==> src/rtl/uart_rx_os.sv <==
// Oversampling UART receiver: 2-FF synchroniser, 3-sample majority voting, false-start
// rejection, parity/framing/break detection and a valid/ready output handshake.
module uart_rx_os #(
    parameter int unsigned DIV        = 4,
    parameter int unsigned OS         = 16,
    parameter int unsigned DATA_BITS  = 8,
    parameter int unsigned PARITY_EN  = 1,
    parameter int unsigned PARITY_ODD = 0,
    parameter int unsigned STOP_BITS  = 1
) (
    input  logic                 rx_clk,
    input  logic                 reset_n,
    input  logic                 rx_serial,
    input  logic                 rx_ready,
    output logic                 rx_busy,
    output logic [DATA_BITS-1:0] rx_data,
    output logic                 rx_valid,
    output logic                 rx_done,
    output logic                 parity_err,
    output logic                 frame_err,
    output logic                 break_det,
    output logic                 overrun
);

    localparam int unsigned TW = (DIV > 1) ? $clog2(DIV) : 1;
    localparam int unsigned PW = $clog2(OS);
    localparam int unsigned BW = $clog2(DATA_BITS + 1);

    typedef enum logic [2:0] {
        StIdle,
        StStart,
        StData,
        StParity,
        StStop,
        StWaitIdle
    } state_e;

    state_e               state;
    logic                 s_meta, s, s_prev;
    logic [TW-1:0]        tick_cnt;
    logic [PW-1:0]        ph;
    logic [BW-1:0]        bit_cnt;
    logic                 stop_cnt;
    logic                 smp1, smp2;
    logic [DATA_BITS-1:0] shreg;
    logic                 pe, fe, par_bit;
    logic                 tick, bit_end, at_s1, at_s2, at_maj, maj, fe_now, last_stop;

    always_ff @(posedge rx_clk or negedge reset_n) begin
        if (!reset_n) begin
            s_meta <= 1'b1;
            s      <= 1'b1;
            s_prev <= 1'b1;
        end else begin
            s_meta <= rx_serial;
            s      <= s_meta;
            s_prev <= s;
        end
    end

    // Sample points are the ticks that move ph onto OS/2-1, OS/2 and OS/2+1; the vote is
    // resolved on the third one using the live synchronised value.
    always_comb begin
        tick      = (tick_cnt == TW'(DIV - 1));
        bit_end   = tick && (ph == PW'(OS - 1));
        at_s1     = tick && (ph == PW'(OS / 2 - 2));
        at_s2     = tick && (ph == PW'(OS / 2 - 1));
        at_maj    = tick && (ph == PW'(OS / 2));
        maj       = (smp1 & smp2) | (smp1 & s) | (smp2 & s);
        fe_now    = fe | ~maj;
        last_stop = (stop_cnt == 1'(STOP_BITS - 1));
    end

    always_ff @(posedge rx_clk or negedge reset_n) begin
        if (!reset_n) begin
            state      <= StIdle;
            tick_cnt   <= '0;
            ph         <= '0;
            bit_cnt    <= '0;
            stop_cnt   <= 1'b0;
            smp1       <= 1'b0;
            smp2       <= 1'b0;
            shreg      <= '0;
            pe         <= 1'b0;
            fe         <= 1'b0;
            par_bit    <= 1'b0;
            rx_busy    <= 1'b0;
            rx_data    <= '0;
            rx_valid   <= 1'b0;
            rx_done    <= 1'b0;
            parity_err <= 1'b0;
            frame_err  <= 1'b0;
            break_det  <= 1'b0;
            overrun    <= 1'b0;
        end else begin
            rx_done   <= 1'b0;
            break_det <= 1'b0;
            overrun   <= 1'b0;
            if (rx_valid && rx_ready) rx_valid <= 1'b0;

            if (state == StIdle) begin
                tick_cnt <= '0;
                ph       <= '0;
            end else begin
                tick_cnt <= tick ? '0 : tick_cnt + 1'b1;
                if (tick) ph <= (ph == PW'(OS - 1)) ? '0 : ph + 1'b1;
                if (at_s1) smp1 <= s;
                if (at_s2) smp2 <= s;
            end

            case (state)
                StIdle: begin
                    if (s_prev && !s) begin
                        state    <= StStart;
                        rx_busy  <= 1'b1;
                        bit_cnt  <= '0;
                        stop_cnt <= 1'b0;
                        pe       <= 1'b0;
                        fe       <= 1'b0;
                        par_bit  <= 1'b0;
                    end
                end
                StStart: begin
                    if (at_maj && maj) begin
                        state   <= StIdle;
                        rx_busy <= 1'b0;
                    end else if (bit_end) begin
                        state <= StData;
                    end
                end
                StData: begin
                    if (at_maj) begin
                        shreg   <= {maj, shreg[DATA_BITS-1:1]};
                        bit_cnt <= bit_cnt + 1'b1;
                    end
                    if (bit_end && bit_cnt == BW'(DATA_BITS)) begin
                        state <= (PARITY_EN != 0) ? StParity : StStop;
                    end
                end
                StParity: begin
                    if (at_maj) begin
                        par_bit <= maj;
                        pe      <= maj != (^shreg ^ 1'(PARITY_ODD));
                    end
                    if (bit_end) state <= StStop;
                end
                StStop: begin
                    if (at_maj) begin
                        fe <= fe_now;
                        if (last_stop) begin
                            // Complete at the vote point; the rest of the stop bit is not awaited.
                            state      <= fe_now ? StWaitIdle : StIdle;
                            rx_busy    <= 1'b0;
                            rx_data    <= shreg;
                            parity_err <= pe;
                            frame_err  <= fe_now;
                            rx_valid   <= 1'b1;
                            rx_done    <= 1'b1;
                            overrun    <= rx_valid && !rx_ready;
                            break_det  <= (shreg == '0) && !par_bit && fe_now;
                        end else begin
                            stop_cnt <= 1'b1;
                        end
                    end
                end
                StWaitIdle: begin
                    if (s) state <= StIdle;
                end
                default: state <= StIdle;
            endcase
        end
    end

endmodule

==> config.mk <==
export PLATFORM = sky130hd
export DESIGN_NAME = uart_rx_os
export DESIGN_NICKNAME = d
export VERILOG_FILES = /design/src/rtl/uart_rx_os.sv
export SDC_FILE = /design/constraint.sdc
export NUM_CORES = 1
export LEC_CHECK = 0
export BUFFER_PORTS_ARGS = -buffer_cell sky130_fd_sc_hd__clkbuf_2
export CAP_MARGIN = 15
export CORE_ASPECT_RATIO = 0.6
export CORE_MARGIN = 3
export CORE_UTILIZATION = 57
export DETAILED_ROUTE_END_ITERATION = 8
export GPL_TIMING_DRIVEN = 1
export PLACE_DENSITY = 0.82
export SYNTH_ARGS = -nofsm -noshare
export SYNTH_HDL_FRONTEND = slang
export SYNTH_SLANG_ARGS = --single-unit
==> constraint.sdc <==
create_clock -name rx_clk -period 2.3 [get_ports rx_clk]
set_input_delay 0.575 -clock rx_clk [delete_from_list [all_inputs] [get_ports rx_clk]]
set_output_delay 0.575 -clock rx_clk [all_outputs]
set_load 0.01 [all_outputs]
==> implementation parameters, run 1 <==
Parameter                              Value

Power and ir drop
  Switching Share ... 24.7%
  Leakage power ... 1.07 nW
  Share of power burned in combinational logic ... 10.6%
  Internal power summed over all cells ... 1.23 mW
  Flop pwr share ... 52.2%
  Worst ir drop on vdd ... 0.416 mV
  Sum of internal, switching and leakage power ... 1.64 mW
  Power density of the placed cells ... 713 nW/um^2
  Clock share of power ... 37.2%
  Reported net switching power ... 404 uW

Floorplan
  Placeable core area ... 3340 um^2
  IO Count ... 19
  Die W ... 83.5 um
  Chip Height ... 52.5 um
  Die ar. ... 4380 um^2
  Initial cell density of the core ... 61.4%
  Number of placement rows ... 16

Drt
  Post-detailed-route via-to-cell ratio ... 5.82
  Number of nets with antenna violations after detailed routing ... 0
  First drt pass iteration count ... 5
  Per-cell routed wire length ... 15.8 um
  Routed wire length ... 4.13 mm
  Initial drt markers ... 224
  Number of vias after detailed routing ... 1518
  Count of unresolved DRC violations after routing ... 0

Clock network
  Maximum clock path buffer count ... 2
  Count of hold-fix buffers inserted at cts ... 0
  Number of clock buffers inserted by TritonCTS ... 5
  Count of buffers added by post-CTS timing repair for setup ... 0
  Clock latency reported for the late side of the worst-skew pair ... 290 ps
  CTS tree ... built
  Clock Sinks ... 44
  Clock tree root driver cell ... sky130_fd_sc_hd__clkbuf_8
  Post-cts gate resize count ... 0
  Clock edge transition at the registers on the reported setup and hold paths ... 90 ps
  Number of H-tree branching levels ... 2

Worst setup path
  Critical Path Sink Type ... flip-flop
  Worst endpoint data arrival time ... 2050 ps
  Reg2reg setup slack ... 450 ps
  FF-to-FF path depth ... 7
  Endpoint of the most critical register-to-register path ... fe
  R2R Path Start ... ph[0]
  Critical path startpoint category ... flip-flop
  Critical Path Source ... ph[0]
  WS Path Type ... reg2reg
  CP Max Fanout ... 22
  Critical path required time ... 2500 ps

Timing
  Post-route worst hold slack ... 204 ps
  Setup Viol. Count Final ... 0
  Unrepaired setup endpoints after global routing ... false
  Worst Skew ... 9.57 ps
  Slew at the pin closest to its max-slew limit ... 483 ps
  Final cycle utilization of the critical path ... 80.4%
  Final Hold Viols ... 0
  Setup slack after layout ... 450 ps
  Fmax achieved ... 0.541 GHz
  Worst max-slew margin expressed relative to the limit ... 67.6%
  Setup TNS ... 0 ps
  Minimum clock period after layout ... 1850 ps
  Final Slew Violations ... 0

Placed design
  Detailed-placement wirelength estimate ... 3.15 mm
  Inst Count DP ... 253
  Gp weighted congestion ... 0.858
  Post-placement cell area ... 2170 um^2
  Post-place setup slack ... 464 ps
  Port-buffer cells ... 18

Synth
  Netlist Area Pre-Place ... 2050 um^2
  Complex-gate fraction of the synthesized area ... 10.4%
  Top cell type's share of synthesized area ... 50.0%
  Xor/xnor cell area share of the yosys netlist ... 3.41%
  Area share of fa/ha/maj cells after synthesis ... 6.65%
  Number of cells produced by synthesis ... 196
  Proportion of synthesized chip area in sequential cells ... 53.8%
  Synth unique cells ... 46
  Yosys reg bits ... 44
  Dominant combinational cell family by area after synthesis ... simple AND/OR/NAND/NOR gates
  Mean cell area of the mapped netlist ... 10.5 um^2
  Warnings, synthesis ... 0
  Fraction of the mapped netlist area in simple logic gates ... 18.3%
  Cell accounting for the most synthesized area ... sky130_fd_sc_hd__dfrtp_1
  Nets in the synthesized netlist ... 210
  Multiplexer share of the synthesized area ... 2.68%
  Cells taking the most area after synthesis ... sky130_fd_sc_hd__dfrtp_1 (50%), sky130_fd_sc_hd__ha_1 (6.1%), sky130_fd_sc_hd__nand2_1 (5.1%)

Global routing
  Maximum number of pins on one net before global-route repair ... 29
  Initial antenna violation count ... 0
  Number of global-route vias before repair ... 1441
  GRT Residual Overflow ... 0
  Total Routing Usage GR ... 20.6%
  Global-route wire length before repair ... 6.93 mm

Layout
  Most frequent cells in the layout ... sky130_fd_sc_hd__dfrtp_1 (41), sky130_fd_sc_hd__nand2_1 (28), sky130_fd_sc_hd__clkbuf_2 (18)
  # diodes ... 0
  Number of standard cells in the final layout excluding fillers ... 261
  Post-route core utilization ... 68.6%
  Layout cell share with drive strength beyond 1 ... 19.4%
  Fin nets ... 229
  Most common library cell in the layout ignoring fill and taps ... sky130_fd_sc_hd__dfrtp_1
  Syn-to-layout area delta ... 11.8%
  Post-route cell area ... 2290 um^2

Worst hold path
  Hold crit path type ... in2async

Flow run
  Maximum capacitance violations ... 0

Run status
  Result of the run ... finished, final reports clean
-- worst max-delay path, stage by stage, from the launching register on --
cell                       delay, ps
sky130_fd_sc_hd__dfrtp_1         420
sky130_fd_sc_hd__inv_1           140
sky130_fd_sc_hd__ha_1            170
sky130_fd_sc_hd__nand4b_1        210
sky130_fd_sc_hd__or3_4           510
sky130_fd_sc_hd__inv_2           120
sky130_fd_sc_hd__o21ai_1         100
sky130_fd_sc_hd__o31ai_1         100
-- kinds of logic after synthesis --
| kind of cell | Yosys count |
|---|---|
| and+or+nand+nor | 70 |
| DFF | 44 |
| AOI/OAI and AO/OA | 35 |
| buffers and inverters | 23 |
| adders and majority gates | 11 |
| xor gates and xnor gates | 8 |
| muxes | 5 |
-- power by group through the flow --
stage / Combinational (mW) / Sequential [mW] / Clock, mW
2_1_floorplan: 0.136 / 0.839 / 0
5_1_grt: 0.192 / 0.861 / 0.659
3_5_place_dp: 0.171 / 0.868 / 0
6_report: 0.173 / 0.855 / 0.609
3_3_place_gp: 0.161 / 0.863 / 0
4_1_cts: 0.172 / 0.853 / 0.615
-- area by class of cell --
cell class | count | area (um^2)
fill | 232 | 1050
tap | 45 | 56.3
clock buffer | 6 | 82.6
sequential | 44 | 1100
clock inverter | 2 | 38.8
multi-input combinational | 129 | 851
inverter | 15 | 56.3
timing repair buffer | 20 | 105
-- registers in the layout, indices dropped and copies added, names as in the netlist, 2 cells and up --
| register | count |
|---|---|
| ph | 4 |
| rx_data | 8 |
| state | 3 |
| bit_cnt | 4 |
| tick_cnt | 2 |
| shreg | 8 |
-- synthesized netlist by cell type, drive strengths merged --
master,instances
a2111oi,1
a211oi,2
a21oi,4
a22o,3
and2,2
and3,1
and3b,1
and4,1
and4b,1
buf,8
dfrtp,41
dfstp,3
ha,10
inv,15
maj3,1
mux2,4
mux2i,1
nand2,29
nand2b,3
nand3,6
nand3b,1
nand4,1
nand4b,1
nor2,10
nor2b,2
nor3,4
nor3b,2
nor4,1
o21ai,19
o21bai,1
o31a,1
o31ai,3
o32a,1
or2,1
or3,2
or4,1
xnor2,4
xor2,4
-- routing by layer --
layer	track usage [%]	part of all wire [%]	up-vias
met5	0	0	-
met4	4.28	1.1	0
met3	6.12	8.5	8
met2	32.0	45	76
met1	29.0	46	724
li1	-	-	710
-- how the worst max path moves through the flow --
stage	to	slack, ps	cells after the start
after floorplan	state[0]	670	7
after global placement	shreg[7]	600	4
after detailed placement	fe	460	6
after CTS	fe	450	6
after global routing	fe	310	7
final	fe	450	7
Power figures use the tool's default switching activity.
==> run 2, diff against run 1 <==
==> constraint.sdc (replaced) <==
create_clock -name rx_clk -period 1.71 [get_ports rx_clk]
set_input_delay 0.4275 -clock rx_clk [delete_from_list [all_inputs] [get_ports rx_clk]]
set_output_delay 0.4275 -clock rx_clk [all_outputs]
set_load 0.01 [all_outputs]
==> run 2 against run 1 <==
Net effect:
- clock skew decreased by 0.84 ps
- core utilization is 4.8 points higher
- total power is 45% higher
- hold slack got worse by 120 ps
- sequential share of layout area shrank 3.1 points
- register-to-register slack got worse by 390 ps
- combinational power is 62% higher
- non-clock buffer count grew 11
- wire length increased by 19%
- sequential cell count stayed put
- critical path type unchanged
- critical endpoint is now break_det
==> implementation parameters, run 2 (synthesis gave the netlist of run 1 again) <==
Parameter                              Value

Run status
  Result of the run ... finished, final reports clean

Layout
  Syn-to-layout area delta ... 19.6%
  Layout cell share with drive strength beyond 1 ... 28.5%
  Post-route cell area ... 2450 um^2
  Post-route core utilization ... 73.4%
  Most frequent cells in the layout ... sky130_fd_sc_hd__dfrtp_1 (40), sky130_fd_sc_hd__nand2_1 (28), sky130_fd_sc_hd__clkbuf_2 (18)
  Fill cells ... 214
  Fin nets ... 242
  Largest regs ... rx_data: 8 flops, shreg: 8 flops
  Most common library cell in the layout ignoring fill and taps ... sky130_fd_sc_hd__dfrtp_1
  # diodes ... 0

Power and ir drop
  Leakage power ... 1.14 nW
  Sum of internal, switching and leakage power ... 2.37 mW
  Power density of the placed cells ... 966 nW/um^2
  Worst ir drop on vdd ... 0.624 mV

Global routing
  Global-route wire length before repair ... 7.76 mm
  Number of global-route vias before repair ... 1600
  Maximum number of pins on one net before global-route repair ... 45
  Total Routing Usage GR ... 24.0%
  GRT Residual Overflow ... 0
  Initial antenna violation count ... 0

Timing
  Worst Skew ... 8.74 ps
  Final Hold Viols ... 0
  Slew at the pin closest to its max-slew limit ... 412 ps
  Final cycle utilization of the critical path ... 96.7%
  Setup slack after layout ... 56.1 ps
  Setup Viol. Count Final ... 0
  Minimum clock period after layout ... 1650 ps
  Final Slew Violations ... 0
  Worst max-slew margin expressed relative to the limit ... 72.4%
  Fmax achieved ... 0.605 GHz

Floorplan
  Die W ... 83.5 um
  Die ar. ... 4380 um^2
  IO Count ... 19
  Initial cell density of the core ... 61.4%
  Chip Height ... 52.5 um
  Number of placement rows ... 16
  Placeable core area ... 3340 um^2

Clock network
  Clock tree root driver cell ... sky130_fd_sc_hd__clkbuf_8
  Number of clock buffers inserted by TritonCTS ... 5
  Number of H-tree branching levels ... 2
  Clock latency reported for the late side of the worst-skew pair ... 300 ps
  CTS tree ... built
  Maximum clock path buffer count ... 2
  Clock edge transition at the registers on the reported setup and hold paths ... 80 ps
  Count of hold-fix buffers inserted at cts ... 0
  Clock Sinks ... 44

Placed design
  Post-placement cell area ... 2250 um^2
  Detailed-placement wirelength estimate ... 3.31 mm
  Port-buffer cells ... 18
  Post-place setup slack ... -4.57 ps
  Gp weighted congestion ... 0.945

Worst setup path
  Reg2reg setup slack ... 60 ps
  Critical path required time ... 1920 ps
  WS Path Type ... reg2reg
  Critical Path Sink Type ... flip-flop
  CP Max Fanout ... 6
  Worst endpoint data arrival time ... 1860 ps
  Critical path startpoint category ... flip-flop

Drt
  Routed wire length ... 4.90 mm
  Number of vias after detailed routing ... 1573
  Initial drt markers ... 119
  Post-detailed-route via-to-cell ratio ... 5.76
  First drt pass iteration count ... 4
  Count of unresolved DRC violations after routing ... 0
  Number of nets with antenna violations after detailed routing ... 0
  Per-cell routed wire length ... 17.9 um

Worst hold path
  Hold crit path type ... in2async

Flow run
  Maximum capacitance violations ... 0
-- run 2: cell types whose count changed in the layout (fill, tap and decap cells not counted), sizes merged --
| cell | before | now |
|---|---|---|
| buf | 2 | 13 |
| bufinv | 1 | 2 |
| clkbuf | 24 | 23 |
| clkinv | 1 | 0 |
| or3 | 2 | 4 |
-- run 2: path summary, 6_finish.rpt --
path / endpoint / cells after the start / startpoint
worst max-delay path: break_det / 5 / ph[0]
worst min-delay path: rx_data[6] / 2 / reset_n
worst max register to register: break_det / 5 / ph[0]
worst min register to register: s / 0 / s_meta
max in group asynchronous: s_meta / 2 / reset_n
min in group rx_clk: s_meta / 1 / rx_serial
-- run 2: timing repair --
item / CTS / global route
cloned: 2 / 0
pin swaps: 1 / 3
endpoints found under the setup margin: 2 / 16
gates resized for setup: 2 / 13
buffers inserted: 2 / 1
-- run 2: final cells by class --
type	count	area (um^2)	area share, %
Tap cell	45	56.3	2.29
Clock buffer	5	68.8	2.80
Sequential cell	44	1110	45.1
Clock inverter	2	60.1	2.45
Inverter	15	58.8	2.40
Multi-Input combinational cell	131	903	36.8
Timing Repair Buffer	31	200	8.16
-- run 2: metal layers --
layer / track usage [%] / vias up / wire length [um]
li1: - / 734 / -
met1: 29.4 / 753 / 2150
met2: 38.7 / 66 / 2150
met3: 8.01 / 20 / 410
met4: 12.6 / 0 / 177
met5: 0 / - / 0
-- run 2: through the flow --
step	std cells	hold slack, ps	TNS (ps)
2_1_floorplan	196	132	0
3_3_place_gp	261	349	0
3_5_place_dp	261	351	-6.89
4_1_cts	272	100	0
5_1_grt	273	106	-64.2
6_report	273	87.3	0
-- run 2: report_power, final --
part	internal, mW	switching [mW]	total [mW]
Sequential	1.08	0.0796	1.16
Combinational	0.128	0.152	0.280
Clock	0.575	0.351	0.926
-- run 2: critical path, stage by stage (launching register included) --
cell and delay [ps]:
sky130_fd_sc_hd__dfrtp_1 410, sky130_fd_sc_hd__inv_2 70, sky130_fd_sc_hd__ha_2 170, sky130_fd_sc_hd__nand4b_1 190, sky130_fd_sc_hd__or3_4 450, sky130_fd_sc_hd__nor4_2 270
